### src/rtl/cpu_bus_fabric.sv
// V810 CPU-side bus fabric: N-slave read mux with width extension, bus-cycle FSM,
// wait-state watchdog and sticky error capture with address logging.
module cpu_bus_fabric #(
   parameter int unsigned NUM_SLV    = 6,
   parameter logic [31:0] SLV_WIDTH  = 32'h0000_0E95,
   parameter int unsigned TIMEOUT    = 1024,
   parameter logic [31:0] DEF_DATA   = 32'hFFFF_FFFF,
   parameter logic [31:0] TRAP_A0    = 32'hFFFF_FF90,
   parameter logic [31:0] TRAP_A1    = 32'hFFFF_FFD0,
   parameter bit          STRICT_MAP = 1'b1
) (
   input  logic                   CLK,
   input  logic                   RESn,
   input  logic                   CE,
   input  logic                   BCYSTn,
   input  logic                   MRQn,
   input  logic                   RW,
   input  logic [31:0]            A,
   input  logic [NUM_SLV-1:0]     SLV_CEn,
   input  logic [32*NUM_SLV-1:0]  SLV_DO,
   input  logic [NUM_SLV-1:0]     SLV_READYn,
   output logic [31:0]            CPU_DI,
   output logic                   CPU_READYn,
   output logic                   BUSY,
   input  logic                   ERR_CLR,
   output logic                   ERROR,
   output logic [2:0]             ERR_CODE,
   output logic [31:0]            ERR_ADDR
);

   localparam int unsigned CNT_W = 16;
   localparam logic [CNT_W-1:0] TMO_LAST = CNT_W'(TIMEOUT - 1);

   localparam logic [2:0] CODE_NONE  = 3'd0;
   localparam logic [2:0] CODE_TRAP  = 3'd1;
   localparam logic [2:0] CODE_TMO   = 3'd2;
   localparam logic [2:0] CODE_CONFL = 3'd3;
   localparam logic [2:0] CODE_UNMAP = 3'd4;

   typedef enum logic [1:0] {S_IDLE, S_ACTIVE, S_TMO} state_t;

   state_t             state;
   logic [CNT_W-1:0]   wait_cnt;
   logic [31:0]        cyc_addr;

   logic               none;
   logic               conflict;
   logic [31:0]        sel_data;
   logic [1:0]         sel_width;
   logic               sel_ready;
   logic [31:0]        ext_data;

   logic               start;
   logic               done;
   logic               trap_ev;
   logic               new_err;
   logic [2:0]         err_code_n;
   logic [31:0]        err_addr_n;

   // Read direction is not needed by the fabric; the bus is read-data only here.
   logic               unused;
   assign unused = RW;

   // Lowest active chip select wins; any further active select flags a conflict.
   always_comb begin
      none      = 1'b1;
      conflict  = 1'b0;
      sel_data  = '0;
      sel_width = 2'd2;
      sel_ready = 1'b1;
      for (int unsigned i = 0; i < NUM_SLV; i++) begin
         if (!SLV_CEn[i]) begin
            if (none) begin
               sel_data  = SLV_DO[32*i +: 32];
               sel_width = SLV_WIDTH[2*i +: 2];
               sel_ready = SLV_READYn[i];
            end else begin
               conflict = 1'b1;
            end
            none = 1'b0;
         end
      end
   end

   always_comb begin
      case (sel_width)
         2'd0:    ext_data = {24'd0, sel_data[7:0]};
         2'd1:    ext_data = {16'd0, sel_data[15:0]};
         default: ext_data = sel_data;
      endcase
   end

   always_comb begin
      CPU_DI = ext_data;
      if (state == S_TMO) CPU_DI = DEF_DATA;
      else if (none)      CPU_DI = '0;
   end

   always_comb begin
      CPU_READYn = 1'b1;
      case (state)
         S_ACTIVE: CPU_READYn = none ? 1'b0 : sel_ready;
         S_TMO:    CPU_READYn = 1'b0;
         default:  CPU_READYn = 1'b1;
      endcase
   end

   assign BUSY  = (state != S_IDLE);
   assign start = !BCYSTn;
   assign done  = (state == S_ACTIVE) && !CPU_READYn;

   // Trap is sampled on every accepted start: from IDLE or back-to-back at cycle end.
   assign trap_ev = start && !MRQn && ((A == TRAP_A0) || (A == TRAP_A1))
                    && ((state == S_IDLE) || done);

   // Error priority: trap > timeout > conflict > unmapped.
   always_comb begin
      new_err    = 1'b1;
      err_code_n = CODE_NONE;
      err_addr_n = cyc_addr;
      if (trap_ev) begin
         err_code_n = CODE_TRAP;
         err_addr_n = A;
      end else if (state == S_TMO) begin
         err_code_n = CODE_TMO;
      end else if ((state == S_ACTIVE) && (wait_cnt == '0) && conflict) begin
         err_code_n = CODE_CONFL;
      end else if (STRICT_MAP && (state == S_ACTIVE) && none) begin
         err_code_n = CODE_UNMAP;
      end else begin
         new_err    = 1'b0;
         err_addr_n = '0;
      end
   end

   // Bus-cycle FSM, wait watchdog and sticky error register.
   always_ff @(posedge CLK or negedge RESn) begin
      if (!RESn) begin
         state    <= S_IDLE;
         wait_cnt <= '0;
         cyc_addr <= '0;
         ERROR    <= 1'b0;
         ERR_CODE <= CODE_NONE;
         ERR_ADDR <= '0;
      end else if (CE) begin
         case (state)
            S_IDLE: begin
               if (start) begin
                  state    <= S_ACTIVE;
                  cyc_addr <= A;
                  wait_cnt <= '0;
               end
            end
            S_ACTIVE: begin
               if (done) begin
                  if (start) begin
                     cyc_addr <= A;
                     wait_cnt <= '0;
                  end else begin
                     state <= S_IDLE;
                  end
               end else if (wait_cnt == TMO_LAST) begin
                  state <= S_TMO;
               end else if (wait_cnt != '1) begin
                  wait_cnt <= wait_cnt + CNT_W'(1);
               end
            end
            S_TMO:   state <= S_IDLE;
            default: state <= S_IDLE;
         endcase

         if (new_err && (!ERROR || ERR_CLR)) begin
            ERROR    <= 1'b1;
            ERR_CODE <= err_code_n;
            ERR_ADDR <= err_addr_n;
         end else if (ERR_CLR) begin
            ERROR    <= 1'b0;
            ERR_CODE <= CODE_NONE;
            ERR_ADDR <= '0;
         end
      end
   end

endmodule

### config.mk
export PLATFORM = sky130hd
export DESIGN_NAME = cpu_bus_fabric
export DESIGN_NICKNAME = d
export VERILOG_FILES = /design/src/rtl/cpu_bus_fabric.sv
export SDC_FILE = /design/constraint.sdc
export NUM_CORES = 1
export LEC_CHECK = 0
export BUFFER_PORTS_ARGS = -buffer_cell sky130_fd_sc_hd__buf_4
export CAP_MARGIN = 25
export CORE_AREA = 2 2 123 125
export DETAILED_ROUTE_END_ITERATION = 10
export DIE_AREA = 0 0 125 127
export GPL_TIMING_DRIVEN = 0
export PLACE_DENSITY_LB_ADDON = 0.25
export SLEW_MARGIN = 20
export SYNTH_ARGS = -nofsm -noshare
export SYNTH_HDL_FRONTEND = slang
export SYNTH_SLANG_ARGS = --single-unit
### constraint.sdc
create_clock -name CLK -period 2.99 [get_ports CLK]
set_clock_uncertainty 0.05 [all_clocks]
set_input_delay 0.1495 -clock CLK [delete_from_list [all_inputs] [get_ports CLK]]
set_output_delay 0.1495 -clock CLK [all_outputs]
set_load 0.005 [all_outputs]
Word level (Yosys, flattened, before mapping) --
Index checks and enable logic that the tools add are counted.
Word-level totals: bits in read-only memories 0, latch bits 0, word-level logic and storage cells 130, output and inout port bits 70, input bits 243, flip-flop bits (word level) 86, memories 0, bits in writable memories 0
Operators by class: multiply operators 0, bitwise logic cells 0, equality and inequality tests 13, add/sub/neg operators 1, muxes and demuxes 85, reduce and logical (&&, ||, !) cells 25, shift operators 0, order comparisons 0, divide/modulo/power cells 0
Operator list (count):
- 2-to-1 mux 32 bit | 21
- case mux 32 bit (2 select lines) | 2
- equality test 32 bit (second input constant) | 2
- 2-to-1 mux 16 bit | 4
- 2-to-1 mux 1 bit | 34
- case mux 16 bit (2 select lines) | 1
- 2-to-1 mux 2 bit | 15
- 2-to-1 mux 3 bit | 6
- adder 16 x 1 -> 16 bit (second input constant) | 1
- equality test 16 x 10 -> 1 bit (second input constant) | 1
- logical NOT 16 bit | 1
- != test 16 bit (second input constant) | 1
- logical AND 1 bit | 8
- AND reduction 4 bit | 2
- != test 3 x 2 -> 1 bit (second input constant) | 2
- != test 3 bit (second input constant) | 2
- nonzero test 2 bit | 3
- equality test 2 x 1 -> 1 bit (second input constant) | 2
- logical NOT 1 bit | 4
- logical NOT 2 bit | 2
- != test 2 bit (second input constant) | 2
- case mux 2 bit (2 select lines) | 1
- logical OR 1 bit | 3
- AND reduction 3 bit | 1
- other kinds (3) | 3

Longest topological paths before layout --
Gate-level depths: netlist of run 1.
depth in word-level cells 21, mapped depth 8, mapped depth without buffers 7

Least setup slack after synthesis of run 1 --
No wires, ideal clock.
path type register to register, start point register wait_cnt[0], end point register wait_cnt[0], path buffers 0, library setup time 0.125 ns, data arrival time 2.121 ns, period minus slack after synthesis 2.296 ns, required time 2.815 ns, cell stages (with the launch flop) 8, path slack 0.694 ns, cells stage by stage dfrtp_1 -> ha_1 -> nand3_2 -> or4_4 -> nor4_4 -> a211oi_4 -> and2_4 -> mux2_2
Between the ends: word-level cells in the longest chain between the ends 5, elaborated cells between the ends (all ways) 11, classes of those cells add/sub (1); eq/ne (4); mux (5); reduce/logical (1)
Ends and longest elaborated chain:
- from (decl) | line 43 | logic [CNT_W-1:0] wait_cnt;
- from (signal assigned) | line 165 | wait_cnt <= wait_cnt + CNT_W'(1);
- adder 16 x 1 -> 16 bit | line 165
- 2-to-1 mux 16 bit | line 164 | end else if (wait_cnt != '1) begin
- 2-to-1 mux 16 bit | line 162 | end else if (wait_cnt == TMO_LAST) begin
- 2-to-1 mux 16 bit | line 155 | if (done) begin
- case mux 16 bit (2 select lines) | line 146 | case (state)
Parallel ways exist; a longest one is shown, timed or not. The select of a mux whose other input is x is not followed. A chain may end at the register's enable or synchronous reset.

Final worst setup path of run 1 --
start point input port SLV_CEn[2], end point output port CPU_DI[28]
Between the ends: word-level cells in the longest chain between the ends 11, elaborated cells between the ends (all ways) 23, classes of those cells eq/ne (1); mux (21); reduce/logical (1)
Ends and longest elaborated chain:
- from (decl) | line 19 | input logic [NUM_SLV-1:0] SLV_CEn,
- 2-to-1 mux 2 bit or 2-to-1 mux 1 bit (tied branches) | line 72 | if (!SLV_CEn[i]) begin
- 2-to-1 mux 2 bit | line 73 | if (none) begin
- 2-to-1 mux 2 bit | line 72
- 2-to-1 mux 2 bit | line 73
- 2-to-1 mux 2 bit | line 72
- 2-to-1 mux 2 bit | line 73
- 2-to-1 mux 2 bit | line 72
- equality test 2 x 1 -> 1 bit or logical NOT 2 bit (tied branches) | line 86 | case (sel_width)
- case mux 32 bit (2 select lines) | line 86
- 2-to-1 mux 32 bit (*) | line 96 | else if (none) CPU_DI = '0;
- 2-to-1 mux 32 bit (*) | line 95 | if (state == S_TMO) CPU_DI = DEF_DATA;
- to (decl) | line 22 | output logic [31:0] CPU_DI,
Mark *: on every way between the ends. The rest lies on a longest branch, timed or not.

==> flow_metrics.env, run 1 <==
export IMPL_status="finished clean"
export IMPL_finalSetupTns_ns=0
export IMPL_drt_wl_total_um=21400
export IMPL_switchingPower_w=0.00148
export IMPL_die_w_um=125
export IMPL_synth_cell_type_count=70
export IMPL_post_route_period_util_pct=88.1
export IMPL_cts_buffers_inserted=9
export IMPL_dieHeight_um=127
export IMPL_synthCells=553
export IMPL_wl_met2_um=10800
export IMPL_grt_antenna_before_repair=2
export IMPL_synth_seq_cells=86
export IMPL_drc=0
export IMPL_clk_pin_slew_ns=0.07
export IMPL_crit_path_end="CPU_DI[28]"
export IMPL_final_cells=1042
export IMPL_pwr_share_clk_pct=24.3
export IMPL_r2r_cells=8
export IMPL_cts_resized=0
export IMPL_synth_top_flop_cell="dfrtp_1"
export IMPL_worstReg2RegStart="wait_cnt[10]"
export IMPL_grt_overflow=0
export IMPL_start_util_pct=36.5
export IMPL_synth_area_per_cell_sq_um=9.52
export IMPL_p_seq_share_pct=38.6
export IMPL_place_gp_congestion=1.00
export IMPL_fin_area_sq_um=8030
export IMPL_reg2reg_to="ERR_ADDR[20]"
export IMPL_dieArea_sq_um=15900
export IMPL_combPwrFrac_pct=37.1
export IMPL_dp_cells=998
export IMPL_yosysTopAreaCellShare_pct=40.9
export IMPL_reg2reg_setup_slack_ns=0.39
export IMPL_ys_async_sr_fraction_pct=100
export IMPL_hold_slack_ns=0.00945
export IMPL_synth_area_sq_um=5270
export IMPL_final_setup_viol_count=0
export IMPL_relSlewSlack_pct=38.6
export IMPL_port_buffer_count=260
export IMPL_min_period_ns=2.64
export IMPL_cts_tree="done"
export IMPL_synth_commonest_cells="dfrtp_1, nand2_1, nor2_1"
export IMPL_synth_fp_nets=798
export IMPL_rows=44
export IMPL_worst_slew_pin_slew_ns=0.913
export IMPL_drt_pass1_iter_count=5
export IMPL_intPower_w=0.00307
export IMPL_synth_most_common_cell="dfrtp_1"
export IMPL_nets=1096
export IMPL_fmax_ghz=0.379
export IMPL_synth_top_area_cell="dfrtp_1"
export IMPL_p_sw_share_pct=32.4
export IMPL_cts_buffer_depth=2
export IMPL_ys_top_cells_by_area="dfrtp_1, mux2_2, a2bb2oi_1, nand2_1, nor2_1"
export IMPL_vias_per_cell=5.70
export IMPL_rsz0062_at_grt="no"
export IMPL_routedWlPerCell_um=20.5
export IMPL_min_path_type="primary input to register"
export IMPL_worst_ir_drop_vdd_v=0.000479
export IMPL_grt_usage_pct=26.2
export IMPL_grt_pass1_vias=6017
export IMPL_pre_cts_ws_ns=0.338
export IMPL_grt_max_degree=47
export IMPL_clk_latency_ns=0.34
export IMPL_top_layer_used="met4"
export IMPL_hold_viol=0
export IMPL_slew_violations=0
export IMPL_synthToLayoutAreaGrowth_pct=52.4
export IMPL_p_leak_nw=3.80
export IMPL_cts_root_buf="clkbuf_16"
export IMPL_first_iter_violations=501
export IMPL_crit_fanout=10
export IMPL_placed_cell_area_sq_um=7470
export IMPL_layout_setup_ws_ns=0.355
export IMPL_io_pins=313
export IMPL_core_area_sq_um=14400
export IMPL_antenna_left=0
export IMPL_drive_gt1_share_pct=41.0
export IMPL_worstSetupStartpoint="SLV_CEn[2]"
export IMPL_wl_met3_um=1690
export IMPL_route_vias_total=5939
export IMPL_clock_sink_count=86
export IMPL_synth_warnings=0
export IMPL_worst_ep_required_time_ns=2.79
export IMPL_synth_edff_count=0
export IMPL_maxCapViolCount=0
export IMPL_hpwl_um=17000
export IMPL_powerDensity_nw_per_um2=567
export IMPL_critPathCaptureType="output pin"
export IMPL_critPathLaunchType="primary input"
export IMPL_path_class="primary input to output pin"
export IMPL_wl_met1_um=8180
export IMPL_h_tree_depth=3
export IMPL_grt_pass1_wl_um=32900
export IMPL_yosysSeqAreaShare_pct=40.9
export IMPL_crit_arrival_ns=2.44
-- metal layers --
layer / vias up / track usage (%)
met3: 43 / 5.90
met4: 0 / 9.87
li1: 2727 / -
met1: 2866 / 31.0
met2: 303 / 46.7
met5: - / 0
-- power groups by stage --
| stage | sequential, W | combinational (W) | clock (W) |
|---|---|---|---|
| global placement | 0.00175 | 0.00162 | 0 |
| CTS | 0.00175 | 0.00170 | 0.00112 |
| global route | 0.00180 | 0.00184 | 0.00116 |
| floorplan | 0.00174 | 0.000809 | 0 |
| finish | 0.00176 | 0.00169 | 0.00110 |
| detailed placement | 0.00177 | 0.00166 | 0 |
-- worst min path at each step --
stage,from,endpoint,cells after the start
after floorplan,RESn,ERROR,0
after global placement,A[2],cyc_addr[2],2
after detailed placement,RESn,ERR_ADDR[18],1
after CTS,A[28],cyc_addr[28],2
after global routing,A[29],cyc_addr[29],2
final,A[16],cyc_addr[16],2
-- timing repair --
item | in CTS | in global routing
hold endpoints to repair | 70 | 0
hold buffers | 26 | 0
endpoints found under the setup margin | 0 | 0
buffers inserted | 0 | 0
-- flip-flops by register name, summed over array words and instances (netlist names) --
signal,count
ERR_CODE,3
wait_cnt,16
cyc_addr,32
ERR_ADDR,32
ERROR,1
state,2
-- cell type report --
cell class | count | area, sq um
Fill cell | 1301 | 6400
Multi-Input combinational cell | 412 | 2840
Timing Repair Buffer | 287 | 2230
Sequential cell | 86 | 2150
Tap cell | 184 | 230
Buffer | 42 | 229
Clock buffer | 9 | 225
Clock inverter | 7 | 67.6
Inverter | 13 | 48.8
Antenna cell | 2 | 5.00
-- worst max-delay path: stages --
cell,delay (ns)
buf_4,0.10
buf_2,0.24
nand3_1,0.22
nor3_1,0.75
clkbuf_1,0.43
a222oi_1,0.14
o21ai_0,0.25
buf_4,0.16
-- through the flow --
| step | power [W] | utilization (%) |
|---|---|---|
| 3_5_place_dp | 0.00343 | 51.8 |
| 4_1_cts | 0.00457 | 55.6 |
| 2_1_floorplan | 0.00254 | - |
| 3_3_place_gp | 0.00337 | 51.6 |
| 6_report | 0.00455 | 55.6 |
| 5_1_grt | 0.00481 | 55.6 |
-- logic make-up after synthesis --
kind of cell               synth area share (%)
AOI/OAI and AO/OA                          27.1
and+or+nand+nor                            16.2
DFF                                        40.9
buffers and inverters                      5.27
muxes                                      10.1
adders and majority gates                 0.475
-- cell usage in the layout (no fill, tap or decap), drive strengths merged, types with 4 or more instances in the layout --
cell type	n
a211o	14
a21oi	24
a221o	4
a221oi	15
a222oi	15
a2bb2oi	26
a31oi	12
a32o	8
and2	5
buf	278
clkbuf	34
dfrtp	86
dlygate4sd3	26
inv	16
mux2	33
mux2i	16
nand2	55
nand3	12
nand4	12
nor2	50
nor2b	5
nor3	7
nor4	7
o211ai	5
o21ai	38
o31ai	5
or4	6
Power figures use the tool's default switching activity.
==> run 2, diff against run 1 <==
==> constraint.sdc (replaced) <==
create_clock -name CLK -period 2.99 [get_ports CLK]
set_clock_uncertainty 0.05 [all_clocks]
set_input_delay 0.598 -clock CLK [delete_from_list [all_inputs] [get_ports CLK]]
set_output_delay 0.598 -clock CLK [all_outputs]
set_load 0.005 [all_outputs]
==> run 2 against run 1 <==
  * Core utilization down 1.4 points
  * Sequential cell count unchanged
  * Wire length down 1.8%
  * Critical path depth up 1
  * Sequential power about the same
  * Fmax down 9.2%
  * Cell count down 2.4%
  * Hold slack better by 0.19 ns
  * Clock-buffer cell count unchanged
  * Largest cell class unchanged
==> flow_metrics.env, run 2 (synthesis results as in run 1) <==
export IMPL_layout_setup_ws_ns=0.0883
export IMPL_slew_violations=0
export IMPL_combPwrFrac_pct=36.8
export IMPL_pre_cts_ws_ns=-0.546
export IMPL_drt_wl_total_um=21000
export IMPL_start_util_pct=36.5
export IMPL_io_pins=313
export IMPL_min_path_type="primary input to asynchronous set/reset pin"
export IMPL_path_class="primary input to output pin"
export IMPL_critPathCaptureType="output pin"
export IMPL_crit_arrival_ns=2.25
export IMPL_p_seq_share_pct=38.8
export IMPL_die_w_um=125
export IMPL_min_period_ns=2.90
export IMPL_hold_viol=0
export IMPL_cts_tree="done"
export IMPL_most_common_layout_cells="buf_4, dfrtp_1, nand2_1"
export IMPL_powerDensity_nw_per_um2=577
export IMPL_antenna_left=0
export IMPL_grt_pass1_vias=5921
export IMPL_relSlewSlack_pct=58.9
export IMPL_intPower_w=0.00305
export IMPL_crit_fanout=10
export IMPL_clock_sink_count=86
export IMPL_routedWlPerCell_um=20.7
export IMPL_cts_buffer_depth=2
export IMPL_drt_pass1_iter_count=8
export IMPL_drive_gt1_share_pct=43.8
export IMPL_hpwl_um=17000
export IMPL_vias_per_cell=5.75
export IMPL_clk_latency_ns=0.35
export IMPL_post_route_period_util_pct=97.0
export IMPL_drc=0
export IMPL_grt_usage_pct=25.8
export IMPL_worst_ir_drop_vdd_v=0.000487
export IMPL_final_setup_viol_count=0
export IMPL_grt_pass1_wl_um=32400
export IMPL_grt_max_degree=47
export IMPL_rows=44
export IMPL_grt_overflow=0
export IMPL_cts_buffers_inserted=9
export IMPL_grt_antenna_before_repair=2
export IMPL_p_sw_share_pct=32.4
export IMPL_core_area_sq_um=14400
export IMPL_fillers=1340
export IMPL_first_iter_violations=533
export IMPL_clk_pin_slew_ns=0.06
export IMPL_final_common_cell="buf_4"
export IMPL_dieHeight_um=127
export IMPL_dieArea_sq_um=15900
export IMPL_p_total_w=0.00452
export IMPL_switchingPower_w=0.00146
export IMPL_nets=1071
export IMPL_synthToLayoutAreaGrowth_pct=48.6
export IMPL_reg_top3="ERR_ADDR: 32 flops, cyc_addr: 32 flops, wait_cnt: 16 flops"
export IMPL_route_vias_total=5847
export IMPL_fmax_ghz=0.345
export IMPL_maxCapViolCount=0
export IMPL_port_buffer_count=260
export IMPL_worst_ep_required_time_ns=2.34
export IMPL_critPathLaunchType="primary input"
export IMPL_p_leak_nw=3.73
export IMPL_h_tree_depth=3
export IMPL_postCtsHoldBufs=0
export IMPL_worst_slew_pin_slew_ns=0.617
export IMPL_place_gp_congestion=1.00
export IMPL_status="finished clean"
export IMPL_rsz0062_at_grt="no"
export IMPL_pwr_share_clk_pct=24.4
export IMPL_cts_root_buf="clkbuf_16"
==> run 2: routing by layer <==
metal / vias up / track usage (%) / part of all wire (%) / wire length (um)
li1: 2680 / - / - / -
met1: 2803 / 30.3 / 38 / 7900
met2: 315 / 45.4 / 50 / 10500
met3: 49 / 6.32 / 8.7 / 1830
met4: 0 / 10.9 / 4.0 / 839
met5: - / 0 / 0 / 0
==> run 2: per-stage QoR <==
step                hold WS (ns)  util [%]  instances  TNS [ns]  cell area [sq um]
global route               0.261      54.3       1017         0               7830
CTS                        0.230      54.1       1016         0               7800
finish                     0.204      54.3       1017         0               7830
global placement           0.419      51.6        997     -6.05               7450
floorplan                  0.252         -        553         0               5270
detailed placement         0.433      51.8        998     -7.70               7470
==> run 2: worst max-delay path, cell delays in order <==
cell,delay [ns]
buf_4,0.15
inv_1,0.13
clkbuf_1,0.28
a221oi_1,0.34
nor2_1,0.07
mux2i_1,0.21
a21oi_1,0.10
a211o_1,0.24
buf_4,0.14
==> run 2: area by class of cell <==
| class | count | area [sq um] | area share [%] |
|---|---|---|---|
| Buffer | 41 | 233 | 2.97 |
| Clock buffer | 9 | 225 | 2.88 |
| Sequential cell | 86 | 2150 | 27.5 |
| Clock inverter | 7 | 67.6 | 0.863 |
| Antenna cell | 2 | 5.00 | 0.0640 |
| Inverter | 13 | 48.8 | 0.624 |
| Tap cell | 184 | 230 | 2.94 |
| Timing Repair Buffer | 263 | 1990 | 25.4 |
| Multi-Input combinational cell | 412 | 2880 | 36.8 |
==> run 2: power by group through the flow <==
| stage | Clock (W) | Combinational (W) | Sequential, W |
|---|---|---|---|
| floorplan | 0 | 0.000809 | 0.00174 |
| global route | 0.00116 | 0.00181 | 0.00180 |
| CTS | 0.00112 | 0.00167 | 0.00175 |
| detailed placement | 0 | 0.00166 | 0.00177 |
| finish | 0.00110 | 0.00166 | 0.00175 |
| global placement | 0 | 0.00162 | 0.00175 |
==> run 2: path summary, 6_finish.rpt <==
check / slack [ns] / to / from / depth (start not counted)
max in group asynchronous: 2.04 / ERR_ADDR[25] / RESn / 2
min in group CLK: 0.44 / cyc_addr[7] / A[7] / 2
worst max-delay path: 0.09 / CPU_DI[7] / SLV_CEn[4] / 9
worst min register to register: 0.45 / ERR_ADDR[5] / cyc_addr[5] / 1
worst min-delay path: 0.20 / ERR_ADDR[18] / RESn / 1
worst max register to register: 0.37 / ERR_ADDR[12] / wait_cnt[10] / 8
==> run 2: what timing repair did <==
item	CTS	global route
hold endpoints to repair	0	0
endpoints found under the setup margin	28	22
setup buffers	2	0
pin swaps	2	0
resized for setup	9	10
